===== src/rtl/wheel_motor_driver_if.sv =====
// Wheel command / H-bridge interface.
// Groups the navigation-side wheel commands and the bridge-side gate drives.
//   L_Ena, R_Ena : wheel enable, active-low (0 = drive)
//   L_Dir, R_Dir : direction, 1 = forward, 0 = reverse
//   L_In1/L_In2, R_In1/R_In2 : H-bridge gate inputs
//   L_Run, R_Run : wheel at full duty
// master = navigation state machine side, slave = motor driver side.
interface wheel_motor_driver_if;
    logic L_Ena;
    logic L_Dir;
    logic R_Ena;
    logic R_Dir;
    logic L_In1;
    logic L_In2;
    logic R_In1;
    logic R_In2;
    logic L_Run;
    logic R_Run;

    modport master (
        output L_Ena, L_Dir, R_Ena, R_Dir,
        input  L_In1, L_In2, R_In1, R_In2, L_Run, R_Run
    );

    modport slave (
        input  L_Ena, L_Dir, R_Ena, R_Dir,
        output L_In1, L_In2, R_In1, R_In2, L_Run, R_Run
    );
endinterface


===== src/rtl/wheel_motor_driver.sv =====
// Two-wheel H-bridge driver: PWM with soft-start duty ramp and dead-time coast
// on direction reversal, one independent channel per wheel (0 = L, 1 = R).
// Ports:
//   clk_i   : system clock
//   reset_n : asynchronous active-low reset
//   wheel   : slave side of wheel_motor_driver_if (Ena/Dir in, In1/In2/Run out)
//
// Per-channel FSM:
//   state | meaning
//   IDLE  | disabled, coast, duty 0
//   RAMP  | soft start, duty +1 every RAMP_DIV PWM periods
//   RUN   | duty held at DUTY_MAX, Run = 1
//   DEAD  | forced coast for DEAD_CYCLES clocks after a direction reversal
module wheel_motor_driver #(
    parameter int PWM_BITS    = 8,
    parameter int DUTY_MAX    = 200,
    parameter int RAMP_DIV    = 64,
    parameter int DEAD_CYCLES = 256
) (
    input  logic                 clk_i,
    input  logic                 reset_n,
    wheel_motor_driver_if.slave  wheel
);

    localparam int RW = (RAMP_DIV > 1) ? $clog2(RAMP_DIV) : 1;
    localparam int DW = (DEAD_CYCLES > 1) ? $clog2(DEAD_CYCLES) : 1;

    localparam logic [1:0] ST_IDLE = 2'd0;
    localparam logic [1:0] ST_RAMP = 2'd1;
    localparam logic [1:0] ST_RUN  = 2'd2;
    localparam logic [1:0] ST_DEAD = 2'd3;

    localparam logic [PWM_BITS-1:0] PWM_LAST  = '1;
    localparam logic [PWM_BITS-1:0] DUTY_TOP  = PWM_BITS'(DUTY_MAX);
    localparam logic [RW-1:0]       RAMP_LAST = RW'(RAMP_DIV - 1);
    localparam logic [DW-1:0]       DEAD_LAST = DW'(DEAD_CYCLES - 1);

    logic [1:0]          ena_q;
    logic [1:0]          dir_q;
    logic [PWM_BITS-1:0] pwm_cnt_q;
    logic [PWM_BITS-1:0] pwm_cnt_d;
    logic                boundary;

    logic [1:0]          state_q    [2];
    logic [1:0]          state_d    [2];
    logic                dir_lat_q  [2];
    logic                dir_lat_d  [2];
    logic [PWM_BITS-1:0] duty_q     [2];
    logic [PWM_BITS-1:0] duty_d     [2];
    logic [PWM_BITS-1:0] duty_act_q [2];
    logic [PWM_BITS-1:0] duty_act_d [2];
    logic [RW-1:0]       ramp_q     [2];
    logic [RW-1:0]       ramp_d     [2];
    logic [DW-1:0]       dead_q     [2];
    logic [DW-1:0]       dead_d     [2];
    logic                drive_d    [2];
    logic                pwm_d      [2];
    logic                in1_q      [2];
    logic                in1_d      [2];
    logic                in2_q      [2];
    logic                in2_d      [2];
    logic                run_q      [2];
    logic                run_d      [2];

    assign pwm_cnt_d = pwm_cnt_q + 1'b1;
    assign boundary  = (pwm_cnt_q == PWM_LAST);

    always_comb begin
        for (int ch = 0; ch < 2; ch++) begin
            state_d[ch]   = state_q[ch];
            dir_lat_d[ch] = dir_lat_q[ch];
            duty_d[ch]    = duty_q[ch];
            ramp_d[ch]    = ramp_q[ch];
            dead_d[ch]    = dead_q[ch];

            if (ena_q[ch]) begin
                state_d[ch] = ST_IDLE;
                duty_d[ch]  = '0;
                ramp_d[ch]  = '0;
                dead_d[ch]  = '0;
            end else begin
                case (state_q[ch])
                    ST_IDLE: begin
                        state_d[ch]   = ST_RAMP;
                        dir_lat_d[ch] = dir_q[ch];
                        duty_d[ch]    = '0;
                        ramp_d[ch]    = '0;
                    end
                    ST_RAMP, ST_RUN: begin
                        if (dir_q[ch] != dir_lat_q[ch]) begin
                            state_d[ch]   = ST_DEAD;
                            dir_lat_d[ch] = dir_q[ch];
                            duty_d[ch]    = '0;
                            ramp_d[ch]    = '0;
                            dead_d[ch]    = '0;
                        end else if (state_q[ch] == ST_RUN) begin
                            duty_d[ch] = DUTY_TOP;
                        end else if (duty_q[ch] == DUTY_TOP) begin
                            // checked before the step so duty saturates and never wraps
                            state_d[ch] = ST_RUN;
                        end else if (boundary) begin
                            if (ramp_q[ch] == RAMP_LAST) begin
                                ramp_d[ch] = '0;
                                duty_d[ch] = duty_q[ch] + 1'b1;
                            end else begin
                                ramp_d[ch] = ramp_q[ch] + 1'b1;
                            end
                        end
                    end
                    ST_DEAD: begin
                        if (dir_q[ch] != dir_lat_q[ch]) begin
                            dir_lat_d[ch] = dir_q[ch];
                            dead_d[ch]    = '0;
                        end else if (dead_q[ch] == DEAD_LAST) begin
                            state_d[ch] = ST_RAMP;
                            dead_d[ch]  = '0;
                            ramp_d[ch]  = '0;
                        end else begin
                            dead_d[ch] = dead_q[ch] + 1'b1;
                        end
                    end
                    default: begin
                        state_d[ch] = ST_IDLE;
                        duty_d[ch]  = '0;
                    end
                endcase
            end

            // Outputs are computed from next-state values so the registered
            // gate drives and Run line up with the registered state.
            drive_d[ch] = (state_d[ch] == ST_RAMP) || (state_d[ch] == ST_RUN);

            // Clearing the active duty while coasting keeps a new ramp from
            // briefly driving at the duty left over from before the coast.
            if (!drive_d[ch]) begin
                duty_act_d[ch] = '0;
            end else if (boundary) begin
                duty_act_d[ch] = duty_q[ch];
            end else begin
                duty_act_d[ch] = duty_act_q[ch];
            end

            pwm_d[ch] = (pwm_cnt_d < duty_act_d[ch]);
            in1_d[ch] = drive_d[ch] &&  dir_lat_d[ch] && pwm_d[ch];
            in2_d[ch] = drive_d[ch] && !dir_lat_d[ch] && pwm_d[ch];
            run_d[ch] = (state_d[ch] == ST_RUN);
        end
    end

    always_ff @(posedge clk_i or negedge reset_n) begin
        if (!reset_n) begin
            pwm_cnt_q <= '0;
            ena_q     <= 2'b11;
            dir_q     <= 2'b00;
            for (int ch = 0; ch < 2; ch++) begin
                state_q[ch]    <= ST_IDLE;
                dir_lat_q[ch]  <= 1'b0;
                duty_q[ch]     <= '0;
                duty_act_q[ch] <= '0;
                ramp_q[ch]     <= '0;
                dead_q[ch]     <= '0;
                in1_q[ch]      <= 1'b0;
                in2_q[ch]      <= 1'b0;
                run_q[ch]      <= 1'b0;
            end
        end else begin
            pwm_cnt_q <= pwm_cnt_d;
            ena_q     <= {wheel.R_Ena, wheel.L_Ena};
            dir_q     <= {wheel.R_Dir, wheel.L_Dir};
            for (int ch = 0; ch < 2; ch++) begin
                state_q[ch]    <= state_d[ch];
                dir_lat_q[ch]  <= dir_lat_d[ch];
                duty_q[ch]     <= duty_d[ch];
                duty_act_q[ch] <= duty_act_d[ch];
                ramp_q[ch]     <= ramp_d[ch];
                dead_q[ch]     <= dead_d[ch];
                in1_q[ch]      <= in1_d[ch];
                in2_q[ch]      <= in2_d[ch];
                run_q[ch]      <= run_d[ch];
            end
        end
    end

    assign wheel.L_In1 = in1_q[0];
    assign wheel.L_In2 = in2_q[0];
    assign wheel.L_Run = run_q[0];
    assign wheel.R_In1 = in1_q[1];
    assign wheel.R_In2 = in2_q[1];
    assign wheel.R_Run = run_q[1];

endmodule


===== src/flat_wrapper.sv =====
// flat-port wrapper written by rule: the top's interface ports become plain ports
module wheel_motor_driver_flat 
#(
    parameter int PWM_BITS    = 8,
    parameter int DUTY_MAX    = 200,
    parameter int RAMP_DIV    = 64,
    parameter int DEAD_CYCLES = 256
)
  (clk_i, reset_n, wheel_L_Ena, wheel_L_Dir, wheel_R_Ena, wheel_R_Dir, wheel_L_In1, wheel_L_In2, wheel_R_In1, wheel_R_In2, wheel_L_Run, wheel_R_Run);
  wheel_motor_driver_if wheel_i ();
  input  logic clk_i;
  input  logic reset_n;
  input wire logic [$bits(wheel_i.L_Ena)-1:0] wheel_L_Ena;
  input wire logic [$bits(wheel_i.L_Dir)-1:0] wheel_L_Dir;
  input wire logic [$bits(wheel_i.R_Ena)-1:0] wheel_R_Ena;
  input wire logic [$bits(wheel_i.R_Dir)-1:0] wheel_R_Dir;
  output wire logic [$bits(wheel_i.L_In1)-1:0] wheel_L_In1;
  output wire logic [$bits(wheel_i.L_In2)-1:0] wheel_L_In2;
  output wire logic [$bits(wheel_i.R_In1)-1:0] wheel_R_In1;
  output wire logic [$bits(wheel_i.R_In2)-1:0] wheel_R_In2;
  output wire logic [$bits(wheel_i.L_Run)-1:0] wheel_L_Run;
  output wire logic [$bits(wheel_i.R_Run)-1:0] wheel_R_Run;
  assign wheel_i.L_Ena = wheel_L_Ena;
  assign wheel_i.L_Dir = wheel_L_Dir;
  assign wheel_i.R_Ena = wheel_R_Ena;
  assign wheel_i.R_Dir = wheel_R_Dir;
  assign wheel_L_In1 = wheel_i.L_In1;
  assign wheel_L_In2 = wheel_i.L_In2;
  assign wheel_R_In1 = wheel_i.R_In1;
  assign wheel_R_In2 = wheel_i.R_In2;
  assign wheel_L_Run = wheel_i.L_Run;
  assign wheel_R_Run = wheel_i.R_Run;
  wheel_motor_driver #(.PWM_BITS(PWM_BITS), .DUTY_MAX(DUTY_MAX), .RAMP_DIV(RAMP_DIV), .DEAD_CYCLES(DEAD_CYCLES)) u_core (.clk_i(clk_i), .reset_n(reset_n), .wheel(wheel_i));
endmodule

===== config.mk =====
export PLATFORM = sky130hd
export DESIGN_NAME = wheel_motor_driver_flat
export DESIGN_NICKNAME = d
export VERILOG_FILES = /design/src/rtl/wheel_motor_driver_if.sv /design/src/rtl/wheel_motor_driver.sv /design/src/flat_wrapper.sv
export SDC_FILE = /design/constraint.sdc
export NUM_CORES = 1
export LEC_CHECK = 0
export CORE_MARGIN = 2
export CORE_UTILIZATION = 50
export CTS_BUF_LIST = sky130_fd_sc_hd__clkbuf_8 sky130_fd_sc_hd__clkbuf_16
export CTS_CLUSTER_DIAMETER = 80
export CTS_CLUSTER_SIZE = 14
export DETAILED_ROUTE_END_ITERATION = 12
export PLACE_DENSITY = 0.73
export SYNTH_ARGS = -nofsm -noshare
export SYNTH_HDL_FRONTEND = slang
export SYNTH_SLANG_ARGS = --single-unit

===== constraint.sdc =====
create_clock -name clk_i -period 3.5 [get_ports clk_i]
set_input_delay 0.7 -clock clk_i [delete_from_list [all_inputs] [get_ports clk_i]]
set_output_delay 0.7 -clock clk_i [all_outputs]
set_load 0.02 [all_outputs]

==> run_results.csv, run 1 <==
group,metric,value,unit
global_route,track_usage,21.2,%
floorplan,rows,35,
worst_setup_path,criticalPathCategory,"reg -> reg",
logic_synthesis,yosys_warnings,0,
cells_and_area,drive_gt1_share,12.7,%
drt,drt_iter0_markers,186,
worst_setup_path,crit_path_top_delay_cell,"dfrtp_1",
floorplan,core,9330,um^2
worst_setup_path,cp.required,3750,ps
drt,avgViaCountPerCell,5.75,
placement,dpl.hpwl,7.47,mm
cells_and_area,layout_commonest_cell,"dfrtp_1",
logic_synthesis,yosysUniqueCellTypes,61,
global_route,grt_pass1_wl,17.6,mm
cells_and_area,final_util,58.3,%
drt,drt-pass1-iter-count,4,
worst_setup_path,cp_slowest_stage_delay,410,ps
logic_synthesis,yosysSeqAreaShare,43.3,%
power_and_ir_drop,p_leak,2.51,nW
worst_setup_path,reg2regPathDepth,14,
worst_setup_path,cpLargestDelayFamily,"simple AND/OR/NAND/NOR gates",
drt,ant_nets,0,
logic_synthesis,synth_flop_cell,"dfrtp_1",
clock_network,cts_tree,"built",
floorplan,die_h,103,um
clock_network,numCtsBuffers,9,
placement,port_buffers,11,
cells_and_area,syn_to_final_growth,12.0,%
power_and_ir_drop,p_clk_share,40.3,%
sta,maxSlewHeadroom,47.5,%
run_status,status,"completed",
worst_setup_path,crit_path_end_kind,"register",
floorplan,initial_core_util,52.1,%
worst_setup_path,path_buf_inv,1,
logic_synthesis,async_flop_share,100,%
sta,setup_tns,0,ps
power_and_ir_drop,p_int,1.51,mW
drt,wl_per_cell,16.0,um
cells_and_area,layoutNonFillerInstCount,647,
logic_synthesis,synth.net_count,528,
global_route,overflow,0,
worst_setup_path,r2r_slack,140,ps
sta,post-route-period-util,96.0,%
placement,gp_congestion,0.853,
power_and_ir_drop,p_seq_share,49.6,%
run,max-cap-violations,0,
global_route,grt_pass1_vias,3634,
clock_network,insertion_delay,360,ps
cells_and_area,antennaDiodeCount,0,
global_route,grt_max_degree,34,
sta,period_needed,3360,ps
placement,dpl_cell_area,5150,um^2
placement,dp.cells,628,
logic_synthesis,avgSynthCellArea,9.98,um^2
sta,max_freq,298,MHz
worst_setup_path,crit-reg2reg-capture,"u_core.wheel.L_In2",
power_and_ir_drop,swShare,25.3,%
floorplan,ioPinCount,12,
logic_synthesis,syn_area,4860,um^2
sta,worst_clock_skew,14.2,ps
floorplan,chipWidth,103,um
worst_hold_path,hold_path.class,"in -> async",
worst_setup_path,critical_path_arrival,3610,ps
cells_and_area,final_cell_mix,"dfrtp_1 (82), inv_1 (33), nor2_1 (33), ha_1 (33), o21ai_0 (30)",
drt,routed_wl,10.4,mm
power_and_ir_drop,power_density,372,nW/um^2
drt,vias,3719,
clock_network,root_buffer,"clkbuf_8",
worst_setup_path,start_kind,"register",
sta,hold_viol_final,0,
sta,worstMarginPinSlew,787,ps
clock_network,htree_levels,3,
floorplan,die_area,10500,um^2
power_and_ir_drop,p_sw,513,uW
worst_setup_path,crit_start,"u_core.state_q[2]",
clock_network,clock_sinks,84,
logic_synthesis,syn_inst,487,
clock_network,clockBufferDepth,2,
logic_synthesis,synth-seq-cells,84,
sta,finalMaxSlewViolations,0,
cells_and_area,fin_nets,554,
sta,finalSetupViolCount,0,
drt,drcViolationCount,0,
power_and_ir_drop,combPwrFrac,10.0,%
clock_network,path_clk_slew,90,ps
logic_synthesis,synth_edf_count,0,
global_route,antenna_found_initial,0,
power_and_ir_drop,peakVddDrop,0.232,mV
worst_setup_path,worstPathCellList,"inv_1 -> ha_1 -> nor2b_2 -> nand4_1 -> a21o_1 -> a211oi_2 -> or2_1 -> ha_2 -> or2_2 -> ha_1 -> a21o_1 -> a21oi_1 -> o21ai_0 -> nor4b_1",
cells_and_area,post-route-cell-area,5440,um^2
worst_setup_path,timing.rr.start,"u_core.state_q[2]",
worst_setup_path,cp_max_fo,9,
==> synthesized netlist by cell type (all sizes together), types with 4 or more instances <==
cell type	instances	area share [%]
a211oi	6	1.1
o211ai	4	0.62
a21oi	26	2.9
and2	5	0.64
nor2	34	2.8
ha	35	9.0
nor2b	5	0.64
nand4	10	1.4
and3	16	2.1
nor4b	4	0.85
a21o	4	0.62
buf	7	0.82
a31oi	4	0.51
inv	32	2.5
xor2	14	2.5
xnor2	5	1.2
nand3	26	2.9
nor3	11	1.2
dfrtp	82	42
or2	17	2.2
o41ai	6	1.5
nand2	25	1.9
mux2i	17	3.5
o21ai	40	4.1
o31ai	10	1.5
==> cells by family (layout without fill, tap and decap cells) <==
family / after synthesis / count (layout) / synth area share, %
compound gates: 120 / 120 / 17.0
simple gates: 168 / 168 / 19.2
xor+xnor: 19 / 19 / 3.73
fa+ha+maj: 35 / 35 / 9.01
mux: 20 / 20 / 4.20
buf+inv: 41 / 72 / 3.45
flops: 84 / 84 / 43.3
==> per-layer routing <==
metal  routed length, um  up-vias  global-route usage (%)
met5                   0        -                       0
met4                 151        0                    7.18
met3                 423       13                    3.86
met2                4730       81                    32.6
met1                5060     1807                    30.4
li1                    -     1818                       -
==> how the worst max path moves through the flow <==
stage                               endpoint  depth (start not counted)  slack (ps)
after floorplan           u_core.wheel.L_In2                         14         380
after global placement    u_core.wheel.R_In2                         13         260
after detailed placement  u_core.wheel.L_In2                         14         130
after CTS                 u_core.wheel.L_In2                         14          80
after global routing      u_core.wheel.L_In2                         14          -1
final                     u_core.wheel.L_In2                         14         140
==> area by class of cell <==
| type | instances | area [um^2] |
|---|---|---|
| fill | 787 | 3890 |
| inverter | 32 | 120 |
| clock inverter | 4 | 71.3 |
| tap | 129 | 161 |
| timing repair buffer | 24 | 205 |
| clock buffer | 12 | 165 |
| multi-input combinational | 362 | 2610 |
| sequential | 84 | 2100 |
==> metrics by stage <==
step           total power, mW  hold WS, ps  setup WS [ps]
6_report                  2.03          259            139
5_1_grt                   2.10          286          -1.03
4_1_cts                   2.02          280           81.8
3_5_place_dp              1.22          473            126
3_3_place_gp              1.21          470            264
2_1_floorplan             1.15          404            379
==> state kept, by name, summed over array words and instances (netlist names), 2 cells and up <==
register / flops
u_core.dead_q: 16
u_core.dir_lat_q: 2
u_core.dir_q: 2
u_core.duty_act_q: 16
u_core.duty_q: 16
u_core.ena_q: 2
u_core.pwm_cnt_q: 8
u_core.ramp_q: 12
u_core.state_q: 4
==> power by group through the flow <==
stage,sequential (mW),clock [mW],combinational (mW)
after detailed placement,1.02,0,0.192
after CTS,1.00,0.820,0.193
after global placement,1.02,0,0.187
after floorplan,1.02,0,0.133
after global routing,1.01,0.862,0.226
final,1.01,0.817,0.203
==> repair_timing <==
| action | 4_1_cts | 5_1_grt |
|---|---|---|
| resized for setup | 0 | 8 |
| buffers inserted | 0 | 3 |
| endpoints found under the setup margin | 0 | 4 |
| hold buffers | 0 | 0 |
(Power assumes the default switching activity.)
==> inputs of run 2 (changes only) <==
SLEW_MARGIN = 10   (was unset)
==> results of run 2 <==
The final DEF is identical to that of run 1; final timing and power are the same.
==> RTL change 1, RTL diff (config.mk and constraints of run 2) <==
`DEAD_CYCLES` is set to 256 in 2 places; all go to 512.
--- a/src/rtl/wheel_motor_driver.sv
+++ b/src/rtl/wheel_motor_driver.sv
@@ -15,7 +15,7 @@
     parameter int PWM_BITS    = 8,
     parameter int DUTY_MAX    = 200,
     parameter int RAMP_DIV    = 64,
-    parameter int DEAD_CYCLES = 256
+    parameter int DEAD_CYCLES = 512
 ) (
     input  logic                 clk_i,
     input  logic                 reset_n,
--- a/src/flat_wrapper.sv
+++ b/src/flat_wrapper.sv
@@ -4,7 +4,7 @@
     parameter int PWM_BITS    = 8,
     parameter int DUTY_MAX    = 200,
     parameter int RAMP_DIV    = 64,
-    parameter int DEAD_CYCLES = 256
+    parameter int DEAD_CYCLES = 512
 )
   (clk_i, reset_n, wheel_L_Ena, wheel_L_Dir, wheel_R_Ena, wheel_R_Dir, wheel_L_In1, wheel_L_In2, wheel_R_In1, wheel_R_In2, wheel_L_Run, wheel_R_Run);
   wheel_motor_driver_if wheel_i ();
Check against the original RTL: same outputs for any inputs over 10 cycles, from zero or initial values and one cycle with reset_n low; that may be too few to reach the edited logic, so the function may still have changed.
==> RTL change 1 against run 2 <==
- area after synthesis grew 1.4%
- cell area grew 7.8%
- wire length grew 3.4%
- sequential cell count grew 2
- setup slack lost 45 ps
- clock skew rose by 6.5 ps
- final cell count increased by 6.6%
- synthesized cell count rose by 3.7%
- highest routed layer unchanged
- largest cell class unchanged
- maximum frequency down 1.3%
Power is not compared: it rests on default switching activity, and its combinational part moved more than twofold at a synthesized area within 25%.
==> RTL change 1: results (changes against run 2) <==
** Global route
- Wire length of the first global-routing pass :: 18500 µm (was 17600 µm)
- Via count of the first global-routing pass :: 3965 (was 3634)
- Maximum number of pins on one net before global-route repair :: 65 (was 34)
- Total global-route track usage :: 22.1% (was 21.2%)
- Met3 routing resource usage after global routing :: 4.37% (was 3.86%)
- The met2 track utilization from global routing came to 37.4% (was 32.6%).

** Finish
- Largest registers ranked by flip-flop count :: u_core.dead_q x18, u_core.duty_act_q x16, u_core.duty_q x16 (was u_core.dead_q x16, u_core.duty_act_q x16, u_core.duty_q x16)
- Final Net Count :: 595 (was 554)

** Detailed routing
- Met2 wire len :: 5280 µm (was 4730 µm)
- TritonRoute pass-1 iters :: 4 (unchanged)
- The wire length on met1 came to 4980 µm (was 5060 µm).
- The sum of routed wire length over all layers is 10700 µm (was 10400 µm).
- Met3 wirelength from detailed routing :: 328 µm (was 423 µm)
- Iter 0 DRT Violations :: 157 (was 186)

** CTS
- The total CTS buffers is 9 (unchanged).
- Skew-Pair Late Insertion Delay :: 380 ps (was 360 ps)
- The clock root buffer was sky130_fd_sc_hd__clkbuf_8 (unchanged).

** Synth
- Top post-synthesis cells by count: sky130_fd_sc_hd__dfrtp_1, sky130_fd_sc_hd__o21ai_0, sky130_fd_sc_hd__nand2_1 (was sky130_fd_sc_hd__dfrtp_1, sky130_fd_sc_hd__ha_1, sky130_fd_sc_hd__nor2_1).
- Cells taking the most area after synthesis :: sky130_fd_sc_hd__dfrtp_1, sky130_fd_sc_hd__ha_1, sky130_fd_sc_hd__o21ai_0 (was sky130_fd_sc_hd__dfrtp_1, sky130_fd_sc_hd__ha_1, sky130_fd_sc_hd__mux2i_1)
- The proportion of synthesized chip area in sequential cells was 43.7% (was 43.3%).
- Cell variety after synth :: 66 (was 61)
- The post-synth net total is 548 (was 528).

** Timing
- The largest clock skew in the final design is 20.8 ps (was 14.2 ps).
- Maximum clock frequency :: 0.294 GHz (was 0.298 GHz)
- The relative max-transition margin was 46.8% (was 47.5%).

** Run status
- Run status :: finished clean (unchanged)

** Critical path
- Worst-path maximum fanout :: 5 (was 9)
- The peak per-stage delay on the critical path was 390 ps (was 410 ps).
- The data arrival time of the critical path is 3720 ps (was 3610 ps).
- Number of cells on the worst reg-to-reg path :: 16 (was 14)

** Placed design
- The routability-driven placement congestion ratio was 0.823 (was 0.853).
- The setup slack at placement was -201 ps (was 126 ps).
[RTL change 1: worst paths after layout]
| kind | endpoint | from |
|---|---|---|
| setup / recovery | u_core.wheel.L_In2 | u_core.dead_q[9] |
| hold reg to reg | u_core.ramp_q[5] | u_core.ramp_q[5] |
| min in group clk_i | u_core.ramp_q[5] | u_core.ramp_q[5] |
| setup reg to reg | u_core.wheel.L_In2 | u_core.dead_q[9] |
| max in group asynchronous | u_core.duty_act_q[2] | reset_n |
| hold / removal | u_core.pwm_cnt_q[0] | reset_n |
[RTL change 1: power by group]
part	switching (mW)	internal, mW
Sequential	0.0270	1.01
Clock	0.382	0.281
Combinational	0.273	0.199
Total	0.682	1.49
[RTL change 1: stage by stage]
stage / std cells / instance area, µm² / hold slack (ps)
floorplan: 505 / 5000 / 404
global placement: 663 / 5390 / 464
detailed placement: 663 / 5390 / 471
CTS: 685 / 5750 / 440
global route: 690 / 5870 / 480
finish: 690 / 5870 / 415
[RTL change 1: kinds of logic (layout without fill, tap and decap cells)]
group                      after synthesis  count (layout)  share of synthesized area, %
DFF                                     86              86                          43.7
and+or+nand+nor                        184             184                          20.5
adders and majority gates               37              37                          9.40
AOI/OAI and AO/OA                      127             127                          16.5
muxes                                   22              22                          4.55
xor gates and xnor gates                10              10                          2.08
buffers and inverters                   39              91                          3.23
[RTL change 1: repair_timing]
| action | 4_1_cts | 5_1_grt |
|---|---|---|
| gates cloned | 0 | 0 |
| pin swaps | 19 | 16 |
| endpoints found under the setup margin | 4 | 4 |
| gates resized for setup | 27 | 15 |
| buffers inserted | 6 | 5 |
[RTL change 1: area by class of cell]
type                       count  area [µm²]
fill                         807        3820
multi-input combinational    380        2870
sequential                    86        2150
timing repair buffer          47         385
tap                          133         166
clock buffer                  10         138
inverter                      28         105
clock inverter                 6        46.3
==> RTL change 2, RTL diff (settings of run 2) <==
Made on the original files. Make the reset (`reset_n`) synchronous in one clocked block. Comments in the files are not updated.
--- a/src/rtl/wheel_motor_driver.sv
+++ b/src/rtl/wheel_motor_driver.sv
@@ -147,7 +147,7 @@
         end
     end
 
-    always_ff @(posedge clk_i or negedge reset_n) begin
+    always_ff @(posedge clk_i) begin
         if (!reset_n) begin
             pwm_cnt_q <= '0;
             ena_q     <= 2'b11;
Formal check against the unedited RTL: same outputs for any inputs over 10 cycles, from zero or initial values and one cycle with reset_n low; that may be too few to reach the edited logic, so the function may still have changed.
==> RTL change 2 against run 2 <==
- non-clock buffer count grew 4
- die area shrank 3.7%
- sequential cell count is the same
- first-iteration DRC count grew 53%
- total power shrank 11%
- area after synthesis shrank 3.8%
- clock skew shrank 4.3 ps
- critical path depth is the same
- setup slack gained 110 ps
- clock power shrank 14%
- wire length shrank 0.80%
- count of clock-buffer cells in the layout shrank 2
- cell area shrank 5.0%
==> RTL change 2: results (changes against run 2) <==
** Placed design
- RePlAce Congestion :: 0.876 (was 0.853)
- Detail Placement HPWL :: 7470 µm (about the same)

** Power
- The maximum ir drop on the vdd rail is 0.000185 V (was 0.000232 V).
- Leak pwr :: 1.93 nW (was 2.51 nW)

** Critical path
- Worst setup path start :: u_core.duty_q[0][0] (was u_core.state_q[2])
- The peak per-stage delay on the critical path came to 460 ps (was 410 ps).
- The internal reg-to-reg setup slack came to 250 ps (was 140 ps).
- The end of the worst register-to-register path is u_core.in1_q[0][0] (was u_core.wheel.L_In2).
- Worst-path maximum fanout :: 7 (was 9)
- The beginning of the worst register-to-register path is u_core.duty_q[0][0] (was u_core.state_q[2]).
- Slowest-stage cell, CP :: sky130_fd_sc_hd__dfxtp_1 (was sky130_fd_sc_hd__dfrtp_1)
- The largest delay contributor family on the critical path is compound AO/OA/AOI/OAI gates (was simple AND/OR/NAND/NOR gates).

** Global route
- The all-layer global routing usage came to 21.1% (was 21.2%).
- Via count of the first global-routing pass :: 3762 (was 3634)

** Synth
- Cells taking the most area after synthesis :: sky130_fd_sc_hd__dfxtp_1, sky130_fd_sc_hd__ha_1, sky130_fd_sc_hd__nand2_1 (was sky130_fd_sc_hd__dfrtp_1, sky130_fd_sc_hd__ha_1, sky130_fd_sc_hd__mux2i_1)
- The primary flip-flop cell chosen by synthesis mapping was sky130_fd_sc_hd__dfxtp_1 (was sky130_fd_sc_hd__dfrtp_1).
- Top post-synthesis cells by count :: sky130_fd_sc_hd__dfxtp_1, sky130_fd_sc_hd__nand2_1, sky130_fd_sc_hd__nor2_1 (was sky130_fd_sc_hd__dfrtp_1, sky130_fd_sc_hd__ha_1, sky130_fd_sc_hd__nor2_1)
- Cell variety after synth :: 70 (was 61)
- The post-synth net total came to 590 (was 528).

** Timing
- The transition time at the pin with the least slew margin is 727 ps (was 787 ps).
- The largest clock skew in the final design was 9.95 ps (was 14.2 ps).

** Detailed routing
- Sum of routed wire length over all layers :: 10300 µm (was 10400 µm)
- The number of iterations in the first detailed-routing pass came to 5 (was 4).
- Iter 0 DRT Violations :: 285 (was 186)
- The number of vias per cell came to 5.92 (was 5.75).

** Finish
- Proportion of layout cells with a drive suffix above 1 :: 10.3% (was 12.7%)
- The layout net count was 608 (was 554).

** Run status
- Run status: finished clean (unchanged).
==> RTL change 2: kinds of logic (layout without fill, tap and decap cells) <==
group           after synthesis  after routing  synth area share (%)
compound gates              126            126                  19.8
xor+xnor                     22             22                  4.29
fa+ha+maj                    35             35                  9.37
buf+inv                      38             60                  3.56
flops                        84             84                  36.0
mux                           5              5                  1.10
simple gates                239            239                  25.9
==> RTL change 2: worst max path at each step <==
| stage | endpoint |
|---|---|
| global route | u_core.in2_q[0][1] |
| CTS | u_core.in2_q[0][1] |
| floorplan | u_core.in1_q[0][0] |
| detailed placement | u_core.in2_q[0][1] |
| global placement | u_core.in2_q[0][1] |
| finish | u_core.in1_q[0][0] |
==> RTL change 2: metal layers <==
layer	global-route usage, %	vias up	wire, µm
li1	-	2005	-
met1	28.6	1910	4840
met2	33.9	104	4830
met4	8.64	0	186
met5	0	-	0
met3	2.91	18	426
==> RTL change 2: cell type report <==
type	instances	area (µm²)	area share, %
multi-input combinational	427	2850	55.1
sequential	84	1680	32.6
timing repair buffer	28	238	4.60
tap	111	139	2.69
clock buffer	10	138	2.66
inverter	17	63.8	1.24
clock inverter	5	60.1	1.16
==> RTL change 2: report_power, final <==
| group | switching [mW] | internal [mW] | total (mW) |
|---|---|---|---|
| clock | 0.355 | 0.348 | 0.703 |
| sequential | 0.00874 | 0.963 | 0.972 |
| combinational | 0.0800 | 0.0523 | 0.132 |
==> RTL change 2: what timing repair did <==
item	CTS	global route
gates resized for setup	0	7
endpoints found under the setup margin	0	4
buffers inserted	0	0
==> RTL change 2: metrics by stage <==
stage	cell area, µm²	util, %	std cells	worst slack (ps)
after global placement	4950	54.0	667	299
after global routing	5170	56.4	682	22.4
after detailed placement	4950	54.0	667	196
final	5170	56.4	682	248
after CTS	5140	56.2	682	164
after floorplan	4670	-	549	183
